===== config.mk =====
export PLATFORM = sky130hd
export DESIGN_NAME = fu_issue_ctrl
export DESIGN_NICKNAME = d
export VERILOG_FILES = /design/src/rtl/fu_issue_ctrl.sv
export SDC_FILE = /design/constraint.sdc
export NUM_CORES = 1
export LEC_CHECK = 0
export ABC_CLOCK_PERIOD_IN_PS = 1450
export BUFFER_PORTS_ARGS = -buffer_cell sky130_fd_sc_hd__clkbuf_2
export CORE_MARGIN = 3
export CORE_UTILIZATION = 40
export DETAILED_ROUTE_END_ITERATION = 16
export PLACE_DENSITY = 0.85
export SLEW_MARGIN = 10
export SYNTH_ARGS = -nofsm -noshare
export SYNTH_HDL_FRONTEND = slang
export SYNTH_SLANG_ARGS = --single-unit

===== constraint.sdc =====
create_clock -name clk -period 1.45 [get_ports clk]
set_input_delay 0.29 -clock clk [delete_from_list [all_inputs] [get_ports clk]]
set_output_delay 0.29 -clock clk [all_outputs]
set_load 0.005 [all_outputs]

===== src/rtl/fu_issue_ctrl.sv =====
// Issue controller for one floating-point compute tile: gathers an operand pair,
// holds it on the tile buses until done, then offers the result. Optional macro: FU_TIMEOUT_EN.
`ifndef PATH_WIDTH
`define PATH_WIDTH 33
`endif

module fu_issue_ctrl #(
  parameter int META_BITS   = 2,
  parameter int TIMEOUT_CYC = 15
) (
  input  logic                              clk,
  input  logic                              rst,
  input  logic [3:0]                        cfg_conf,
  input  logic [`PATH_WIDTH-META_BITS:0]    src0_data,
  input  logic                              src0_last,
  input  logic                              src0_valid,
  output logic                              src0_ready,
  input  logic [`PATH_WIDTH-META_BITS:0]    src1_data,
  input  logic                              src1_last,
  input  logic                              src1_valid,
  output logic                              src1_ready,
  output logic [`PATH_WIDTH:0]              fu_d_in_c0,
  output logic [`PATH_WIDTH:0]              fu_d_in_c1,
  output logic [3:0]                        fu_conf,
  input  logic [`PATH_WIDTH-1:0]            fu_d_out,
  input  logic                              fu_done,
  output logic [`PATH_WIDTH-2:0]            res_data,
  output logic                              res_last,
  output logic                              res_valid,
  input  logic                              res_ready,
  output logic                              fault
);

  localparam int OPW  = `PATH_WIDTH - META_BITS + 1;
  localparam int RESW = `PATH_WIDTH - 1;

  localparam logic [1:0] ST_IDLE  = 2'd0;
  localparam logic [1:0] ST_ISSUE = 2'd1;
  localparam logic [1:0] ST_OUT   = 2'd2;

  logic [1:0]      state_q, state_d;
  logic            a_held_q, a_held_d;
  logic            b_held_q, b_held_d;
  logic [OPW-1:0]  a_data_q, a_data_d;
  logic [OPW-1:0]  b_data_q, b_data_d;
  logic            a_last_q, a_last_d;
  logic            b_last_q, b_last_d;
  logic [3:0]      fu_conf_q, fu_conf_d;
  logic [RESW-1:0] res_data_q, res_data_d;
  logic            res_last_q, res_last_d;

`ifdef FU_TIMEOUT_EN
  localparam int TW = $clog2(TIMEOUT_CYC + 1);
  logic [TW-1:0]   tmo_cnt_q, tmo_cnt_d;
  logic            fault_q, fault_d;
  logic            tmo_hit;

  assign tmo_hit = (tmo_cnt_q == TW'(TIMEOUT_CYC - 1));
`endif

  always_comb begin
    state_d    = state_q;
    a_held_d   = a_held_q;
    b_held_d   = b_held_q;
    a_data_d   = a_data_q;
    b_data_d   = b_data_q;
    a_last_d   = a_last_q;
    b_last_d   = b_last_q;
    fu_conf_d  = fu_conf_q;
    res_data_d = res_data_q;
    res_last_d = res_last_q;
`ifdef FU_TIMEOUT_EN
    fault_d    = fault_q;
    tmo_cnt_d  = (state_q == ST_ISSUE) ? tmo_cnt_q + TW'(1) : '0;
`endif
    case (state_q)
      ST_IDLE: begin
        if (src0_valid && !a_held_q) begin
          a_held_d = 1'b1;
          a_data_d = src0_data;
          a_last_d = src0_last;
        end
        if (src1_valid && !b_held_q) begin
          b_held_d = 1'b1;
          b_data_d = src1_data;
          b_last_d = src1_last;
        end
        // Issue on the edge that completes the pair, so the second capture costs no extra cycle.
        if (a_held_d && b_held_d) begin
          state_d   = ST_ISSUE;
          fu_conf_d = cfg_conf;
        end
      end
      ST_ISSUE: begin
        if (fu_done) begin
          res_data_d = fu_d_out[`PATH_WIDTH-1:1];
          res_last_d = fu_d_out[0];
          state_d    = ST_OUT;
        end
`ifdef FU_TIMEOUT_EN
        else if (tmo_hit) begin
          fault_d    = 1'b1;
          res_data_d = '0;
          res_last_d = a_last_q;
          state_d    = ST_OUT;
        end
`endif
      end
      ST_OUT: begin
        if (res_ready) begin
          a_held_d = 1'b0;
          b_held_d = 1'b0;
          state_d  = ST_IDLE;
        end
      end
      default: state_d = ST_IDLE;
    endcase
  end

  always_ff @(posedge clk) begin
    if (rst) begin
      state_q    <= ST_IDLE;
      a_held_q   <= 1'b0;
      b_held_q   <= 1'b0;
      a_data_q   <= '0;
      b_data_q   <= '0;
      a_last_q   <= 1'b0;
      b_last_q   <= 1'b0;
      fu_conf_q  <= '0;
      res_data_q <= '0;
      res_last_q <= 1'b0;
    end else begin
      state_q    <= state_d;
      a_held_q   <= a_held_d;
      b_held_q   <= b_held_d;
      a_data_q   <= a_data_d;
      b_data_q   <= b_data_d;
      a_last_q   <= a_last_d;
      b_last_q   <= b_last_d;
      fu_conf_q  <= fu_conf_d;
      res_data_q <= res_data_d;
      res_last_q <= res_last_d;
    end
  end

`ifdef FU_TIMEOUT_EN
  always_ff @(posedge clk) begin
    if (rst) begin
      tmo_cnt_q <= '0;
      fault_q   <= 1'b0;
    end else begin
      tmo_cnt_q <= tmo_cnt_d;
      fault_q   <= fault_d;
    end
  end

  assign fault = fault_q;
`else
  assign fault = 1'b0;
`endif

  // Bus valid follows ISSUE directly: unbroken while issuing, low from the cycle after done.
  always_comb begin
    fu_d_in_c0 = '0;
    fu_d_in_c1 = '0;
    fu_d_in_c0[`PATH_WIDTH:META_BITS] = a_data_q;
    fu_d_in_c1[`PATH_WIDTH:META_BITS] = b_data_q;
    fu_d_in_c0[1] = a_last_q;
    fu_d_in_c1[1] = b_last_q;
    fu_d_in_c0[0] = (state_q == ST_ISSUE);
    fu_d_in_c1[0] = (state_q == ST_ISSUE);
  end

  assign src0_ready = !rst && (state_q == ST_IDLE) && !a_held_q;
  assign src1_ready = !rst && (state_q == ST_IDLE) && !b_held_q;
  assign fu_conf    = fu_conf_q;
  assign res_data   = res_data_q;
  assign res_last   = res_last_q;
  assign res_valid  = (state_q == ST_OUT);

endmodule

# --- Word level (Yosys, flattened, before mapping) ---
# Cells that the tools add are included.
# W data, S select, Z words.
classes:
  eq_ne: 5
  mux: 11
  n_reduce_logical: 17
op_table:
  columns: ["operator", "n"]
  rows:
  - ["$reduce_and A2 Y1", 5]
  - ["$logic_and A1 B1 Y1", 6]
  - ["$mux W2", 3]
  - ["$pmux W2 S3", 1]
  - ["$mux W1", 5]
  - ["$ne A2 B1 Y1 const B", 2]
  - ["$pmux W1 S2", 2]
  - ["$logic_not A1 Y1", 3]
  - ["$reduce_and A3 Y1", 1]
  - ["$eq A2 B1 Y1 const B", 1]
  - ["$eq A2 B2 Y1 const B", 1]
  - ["$logic_not A2 Y1", 1]
  - ["$ne A2 B2 Y1 const B", 1]
  - ["$reduce_bool A2 Y1", 1]
totals:
  ff_bits: 107
  inputBits: 109
  output_inout_bits: 109
  wordCells: 43

# --- Logic depth before layout (Yosys ltp) ---
# Gate-level depths: netlist of run 1.
logic_depth:
  ltp_word: 7
  ltp_mapped: 5
  depth_no_buf: 3

# --- Worst setup path after synthesis of run 1 ---
# OpenSTA, ideal clock, no wires.
synth_timing:
  path_type: "register to register"
  startpoint: "reg a_held_q"
  endpoint: "reg a_data_q[10]"
  setup_ns: 0.132
  arrival_time_ns: 1.258
  required_ns: 1.318
  slack_ns: 0.060
  path_stages_with_launch: 6
  n_path_buf: 2
  path_cell_list: "dfxtp_1 -> or4b_1 -> buf_6 -> buf_8 -> nand2_1 -> a21oi_1"
synth_between:
  elab_chain_len: 3
synth_lines:
  columns: ["item", "line", "source"]
  rows:
  - ["start: declaration", "42", "logic a_held_q, a_held_d;"]
  - ["start signal: assignment", "134", "a_held_q <= a_held_d;"]
  - ["$logic_not A1 Y1", "78", "if (src0_valid && !a_held_q) begin"]
  - ["$logic_and A1 B1 Y1", "78", null]
  - ["$reduce_and A2 Y1 (no line)", null, null]
  - ["end signal: assignment", "136", "a_data_q <= a_data_d;"]
  - ["end: declaration", "44", "logic [OPW-1:0] a_data_q, a_data_d;"]
# No other way between the ends.
# A chain may end at the register's enable or synchronous reset.

# --- Worst setup path after layout of run 1 ---
layout_timing:
  startpoint: "reg state_q[0]"
  endpoint: "out src0_ready"
layout_between:
  elab_chain_len: 3
layout_lines:
  columns: ["item", "line", "source"]
  rows:
  - ["start: declaration", "41", "logic [1:0] state_q, state_d;"]
  - ["start signal: assignment", "133", "state_q <= state_d;"]
  - ["$logic_not A2 Y1", "174", "assign src0_ready = !rst && (state_q == ST_IDLE) && !a_held_q;"]
  - ["$logic_and A1 B1 Y1 (2 in series)", "174", null]
  - ["end: declaration", "17", "output logic src0_ready,"]
# No other way between the ends.

==> results of run 1 <==
==> worst max-delay path by stage <==
stage                            start                   endpoint  depth (start not counted)
2_1_floorplan    a_held_q$_SDFFE_PP0P_  a_data_q[10]$_SDFFE_PP0P_                          5
3_3_place_gp   state_q[0]$_SDFFE_PP0P_  a_data_q[18]$_SDFFE_PP0P_                          4
3_5_place_dp   state_q[0]$_SDFFE_PP0P_  a_data_q[13]$_SDFFE_PP0P_                          4
4_1_cts        state_q[0]$_SDFFE_PP0P_                 src0_ready                          3
5_1_grt          b_held_q$_SDFFE_PP0P_                 src1_ready                          3
6_report       state_q[0]$_SDFFE_PP0P_                 src0_ready                          3
==> power groups by stage <==
stage                     combinational, mW  sequential [mW]  clock, mW
after floorplan                       0.617             3.33          0
after global placement                 1.06             3.30          0
after detailed placement               1.08             3.31          0
after CTS                              1.13             3.24       1.78
after global routing                   1.45             3.28       1.86
final                                  1.31             3.25       1.69
==> cell families (layout without fill, tap and decap cells) <==
| kind of cell | after synthesis | after routing | share of synthesized area |
|---|---|---|---|
| buffers and inverters | 40 | 259 | 0.0784 |
| DFF | 107 | 107 | 0.535 |
| muxes | 4 | 4 | 0.0100 |
| AOI/OAI and AO/OA | 105 | 105 | 0.134 |
| other | 1 | 1 | 0.000936 |
| and+or+nand+nor | 226 | 226 | 0.242 |
==> state kept, by name, summed over array words and instances, names as in the netlist <==
signal / count
fu_conf: 4
a_last_q: 1
b_data_q: 32
b_held_q: 1
a_held_q: 1
b_last_q: 1
state_q: 2
a_data_q: 32
res_last: 1
res_data: 32
==> worst register-to-register path, stage by stage, from the launching register on <==
cell,delay (ps)
dfxtp_4,380
buf_6,130
buf_6,120
nor4b_4,260
buf_6,190
clkbuf_16,190
nand2_4,50
a21oi_2,120
==> metrics by stage <==
step	instance area, um2	power (mW)	setup slack (ps)
finish	5740	6.25	-59.0
global route	5740	6.58	-133
CTS	5420	6.15	-109
detailed placement	5130	4.39	0.258
global placement	5130	4.36	19.4
floorplan	4010	3.95	60.1
==> cell usage in the layout, fill, tap and decap left out <==
cell and instances:
a21oi_1 85, a21oi_2 17, and3b_1 1, buf_12 8, buf_2 2, buf_4 10, buf_6 6, buf_8 1
clkbuf_16 3, clkbuf_2 213, clkbuf_8 10, clkinv_2 1, clkinv_4 2, clkinvlp_4 1, conb_1 1, dfxtp_1 103
dfxtp_2 3, dfxtp_4 1, inv_6 2, mux2i_1 4, nand2_1 174, nand2_2 15, nand2_4 11, nand2b_1 10
nand3b_1 1, nor2_1 2, nor2b_1 3, nor2b_2 2, nor4_4 3, nor4b_4 2, o21ba_2 1, o21bai_1 2
or4b_1 1, or4b_4 1
==> layer usage <==
layer	vias to the layer above	track usage	routed length, um
met4	0	0.0500	141
met5	-	0	0
met2	133	0.327	5770
met1	1783	0.194	4290
met3	11	0.0613	858
li1	1974	-	-
==> area by class of cell <==
type	instances	area share
multi-input combinational	336	0.309
tap	129	0.0281
clock inverter	6	0.00829
clock buffer	10	0.0240
sequential	107	0.375
timing repair buffer	243	0.256
==> what timing repair did <==
item	4_1_cts	5_1_grt
cloned	0	4
buffers inserted	5	2
gates resized for setup	16	65
setup endpoints to repair	6	71
pin swaps	2	25
==> results.toml, run 1 <==
[status]
outcome = "finished, violations left"
violations = "setup timing"

[final_layout]
drive_above_1_share = 0.449
nets = 806
area_delta_synth_final_pct = 43.2
regArea_um2 = 2150
final_cells = 831
fillers = 849
fin_util = 0.604
antenna_cells = 0
multiInputGateArea_um2 = 1770

[grt]
grt_max_degree = 79
overflow = 0
grt_pass1_vias = 3648
antenna_found_initial = 0
grtUsageTotal = 0.178
grt_pass1_wl_um = 16500

[placement]
gp_congestion = 0.779
dp_hpwl_um = 7620
port_buffers = 216
dpl.cell_count = 804

[logic_synthesis]
synth_most_common_cell = "nand2_1"
synthArstFlopShare = 0
synth_fp_nets = 592
postSynthAreaPerCell_um2 = 8.29
ys_ff_latch = 107
synth_area_leaders = "dfxtp_1, nand2_1, a21oi_1"
yosys.cell_types.count = 21
seq_area_frac_synth = 0.535
synthFlopType = "dfxtp_1"
yosys.area.top_type = "dfxtp_1"
synth_cells = 483
syn_area_um2 = 4010
synth_top_area_share = 0.535
synth.top_cells.by_count = "nand2_1, dfxtp_1, a21oi_1"
synth_warnings = 0
synth_edf_count = 0

[setup_path]
cp_max_fo = 7
arrival_ps = 1220
path_class = "flop to output port"
crit_buf_inv = 2
worstSetupEndpointType = "output port"
crit_family = "flip-flops"
cp_cell_sequence = "buf_6, nor4_4, buf_2"
rr_endpoint = "a_data_q[17]$_SDFFE_PP0P_"
cp_slowest_stage_delay_ps = 380
reg2reg_slack_ps = -50
reg2regPathDepth = 7
cp_slowest_cell = "dfxtp_4"
timing.rr.start = "state_q[0]$_SDFFE_PP0P_"
crit_required_ps = 1160
crit_path_start_kind = "flop"

[floorplanning]
std_cell_rows = 35
die_y_um = 106
dieArea_um2 = 11200
core_area_um2 = 9500
die_w_um = 106
initial_core_util = 0.421
ios = 218

[sta]
hold_viol_final = 0
finalClockSkew_ps = 9.02
finalSetupTns_ps = -1770
timing.hold.ws_ps = 142
period_share = 1.04
rsz0062_at_grt = "yes"
min_period_ps = 1510
max_freq_mhz = 663
slew_violations = 0
timing.final.ws_setup_ps = -59.0
setup_viol = 71

[power_and_ir_drop]
pwr-share-clk = 0.270
p_comb_frac = 0.210
p_per_area_nw_per_um2 = 1090
irDropWorstVdd_mv = 0.559
p_int_mw = 4.48
leakage_nw = 2.63
p_switching_mw = 1.78
swShare = 0.284
seqPwrFrac = 0.520

[clocking]
clk_pin_slew_ps = 100
cts.sinks = 107
h-tree-depth = 3
cts_tree = "built"
root_buffer = "clkbuf_8"
cts_buffers = 9
clock_path_buffers = 2
clock_latency_ps = 350
postCtsHoldBufs = 0

[detailed_routing]
drt_wl_total_um = 11100
ant_nets = 0
drc_errors = 0
viasPerCell = 4.69
first_pass_iters = 4
wl_per_cell_um = 13.3
dr_total_vias = 3901
drtIter0Drc = 196

[worst_hold_path]
hold_depth = 3
worstHoldPathType = "primary input to flop"
worstHoldEndpoint = "res_data[20]$_SDFFE_PP0P_"
hold_start = "fu_d_out[21]"

[run]
cap_viol_max_count = 0
Note: power is estimated with default switching activity, not from simulation.
==> run 2, diff against run 1 <==
CELL_PAD_IN_SITES_DETAIL_PLACEMENT = 2   (was default)
CELL_PAD_IN_SITES_GLOBAL_PLACEMENT = 2   (was default)
CORE_UTILIZATION = 21   (was 40)
PLACE_DENSITY = 0.84   (was 0.85)
==> results.toml, run 2 (synthesis gave the netlist of run 1 again) <==
[final_layout]
final_common_cell = "clkbuf_2"
nets = 816
fillers = 2137
final_cells = 940
area_delta_synth_final_pct = 54.3
antenna_cells = 0
fin_util = 0.337
drive_above_1_share = 0.474
final_cell_mix = "clkbuf_2, nand2_1, dfxtp_1"
design_area_um2 = 6180

[sta]
finalClockSkew_ps = 11.4
setup_viol = 70
timing.final.ws_setup_ps = -121
rsz0062_at_grt = "yes"
hold_viol_final = 0
min_period_ps = 1570
period_share = 1.08
max_freq_mhz = 637
slew_violations = 0

[setup_path]
cp_max_fo = 8
crit_buf_inv = 2
reg2regPathDepth = 5
worstSetupEndpointType = "flop"
path_class = "flop to flop"
rr_endpoint = "b_data_q[11]$_SDFFE_PP0P_"
cp_slowest_stage_delay_ps = 590
arrival_ps = 1790
cp_cell_sequence = "buf_4, or4b_4, clkbuf_16, nand2_1, a21oi_1"
crit_required_ps = 1670
cp_slowest_cell = "or4b_4"
crit_path_start_kind = "flop"
reg2reg_slack_ps = -120
crit_family = "simple AND/OR/NAND/NOR gates"
timing.rr.start = "state_q[1]$_SDFFE_PP0P_"

[floorplanning]
std_cell_rows = 49
dieArea_um2 = 20800
core_area_um2 = 18300
die_y_um = 144
die_w_um = 144
initial_core_util = 0.218
ios = 218

[clocking]
h-tree-depth = 3
clk_pin_slew_ps = 80
cts_tree = "built"
root_buffer = "clkbuf_16"
postCtsHoldBufs = 0
cts_buffers = 9
cts.sinks = 107
clock_latency_ps = 350
clock_path_buffers = 2

[placement]
place_ws_ps = 27.3
port_buffers = 216
gp_congestion = 0.711
place_area_um2 = 5280
dpl.cell_count = 905
dp_hpwl_um = 10300

[worst_hold_path]
hold_depth = 3
worstHoldEndpoint = "b_data_q[25]$_SDFFE_PP0P_"
hold_start = "src1_data[25]"
worstHoldPathType = "primary input to flop"

[detailed_routing]
first_pass_iters = 4
ant_nets = 0
drtIter0Drc = 97
viasPerCell = 4.39
drc_errors = 0
wl_per_cell_um = 17.0
drt_wl_total_um = 16000
dr_total_vias = 4130

[grt]
grt_use_met1 = 0.137
grtUsageMet2 = 0.239
grt_pass1_vias = 4228
grt_max_degree = 72
overflow = 0
use_met3 = 0.0552
busiest_layer = "met2"
grt_pass1_wl_um = 21300
antenna_found_initial = 1
grtUsageTotal = 0.131

[power_and_ir_drop]
pwr-share-clk = 0.338
p_per_area_nw_per_um2 = 1170
p_comb_frac = 0.212
seqPwrFrac = 0.450
p_switching_mw = 2.01
irDropWorstVdd_mv = 0.496
swShare = 0.278
p_int_mw = 5.23
power_mw = 7.24
leakage_nw = 2.75

[status]
outcome = "finished, violations left"
violations = "setup timing"

[run]
cap_viol_max_count = 0
-- run 2: how the worst max path moves through the flow --
stage	startpoint	slack [ps]	to	cells after the start
after CTS	state_q[1]$_SDFFE_PP0P_	-130	src1_ready	3
after floorplan	a_held_q$_SDFFE_PP0P_	60	a_data_q[10]$_SDFFE_PP0P_	5
after global placement	state_q[1]$_SDFFE_PP0P_	50	src0_ready	3
after detailed placement	state_q[1]$_SDFFE_PP0P_	30	a_data_q[22]$_SDFFE_PP0P_	4
final	state_q[1]$_SDFFE_PP0P_	-120	b_data_q[11]$_SDFFE_PP0P_	5
after global routing	b_held_q$_SDFFE_PP0P_	-190	src1_ready	3
-- run 2: worst reg2reg max path: stages (launching register included) --
cell and delay [ps]:
dfxtp_4 350, buf_4 140, or4b_4 590, clkbuf_16 210, nand2_1 80, a21oi_1 70
-- run 2: area by class of cell --
class,count,area [um2],area share
Timing Repair Buffer,253,1650,0.267
Clock inverter,5,55.1,0.00891
Multi-Input combinational cell,336,1810,0.293
Tap cell,229,287,0.0464
Sequential cell,107,2150,0.348
Clock buffer,10,229,0.0370
-- run 2: power groups by stage --
stage	registers, mW	clock network [mW]	logic [mW]
floorplan	3.33	0	0.617
CTS	3.25	2.60	1.21
global placement	3.31	0	1.12
global route	3.29	2.69	1.69
finish	3.26	2.45	1.53
detailed placement	3.32	0	1.15
-- run 2: through the flow --
step / hold WS, ps / setup TNS, ps
after floorplan: 426 / 0
after global placement: 441 / 0
after detailed placement: 448 / 0
after CTS: 127 / -2100
after global routing: 138 / -8280
final: 154 / -4100
-- run 2: per-layer routing --
layer	routed length, um	vias up	part of all wire
met5	7	-	0.00044
met4	368	2	0.023
met3	1160	27	0.073
met2	8370	131	0.52
met1	6120	1971	0.38
li1	-	1999	-
-- run 2: what timing repair did --
item | 4_1_cts | 5_1_grt
gates cloned | 0 | 11
setup endpoints to repair | 5 | 71
pin swaps | 2 | 17
setup buffers | 4 | 5
gates resized for setup | 15 | 80
hold endpoints to repair | 0 | 0
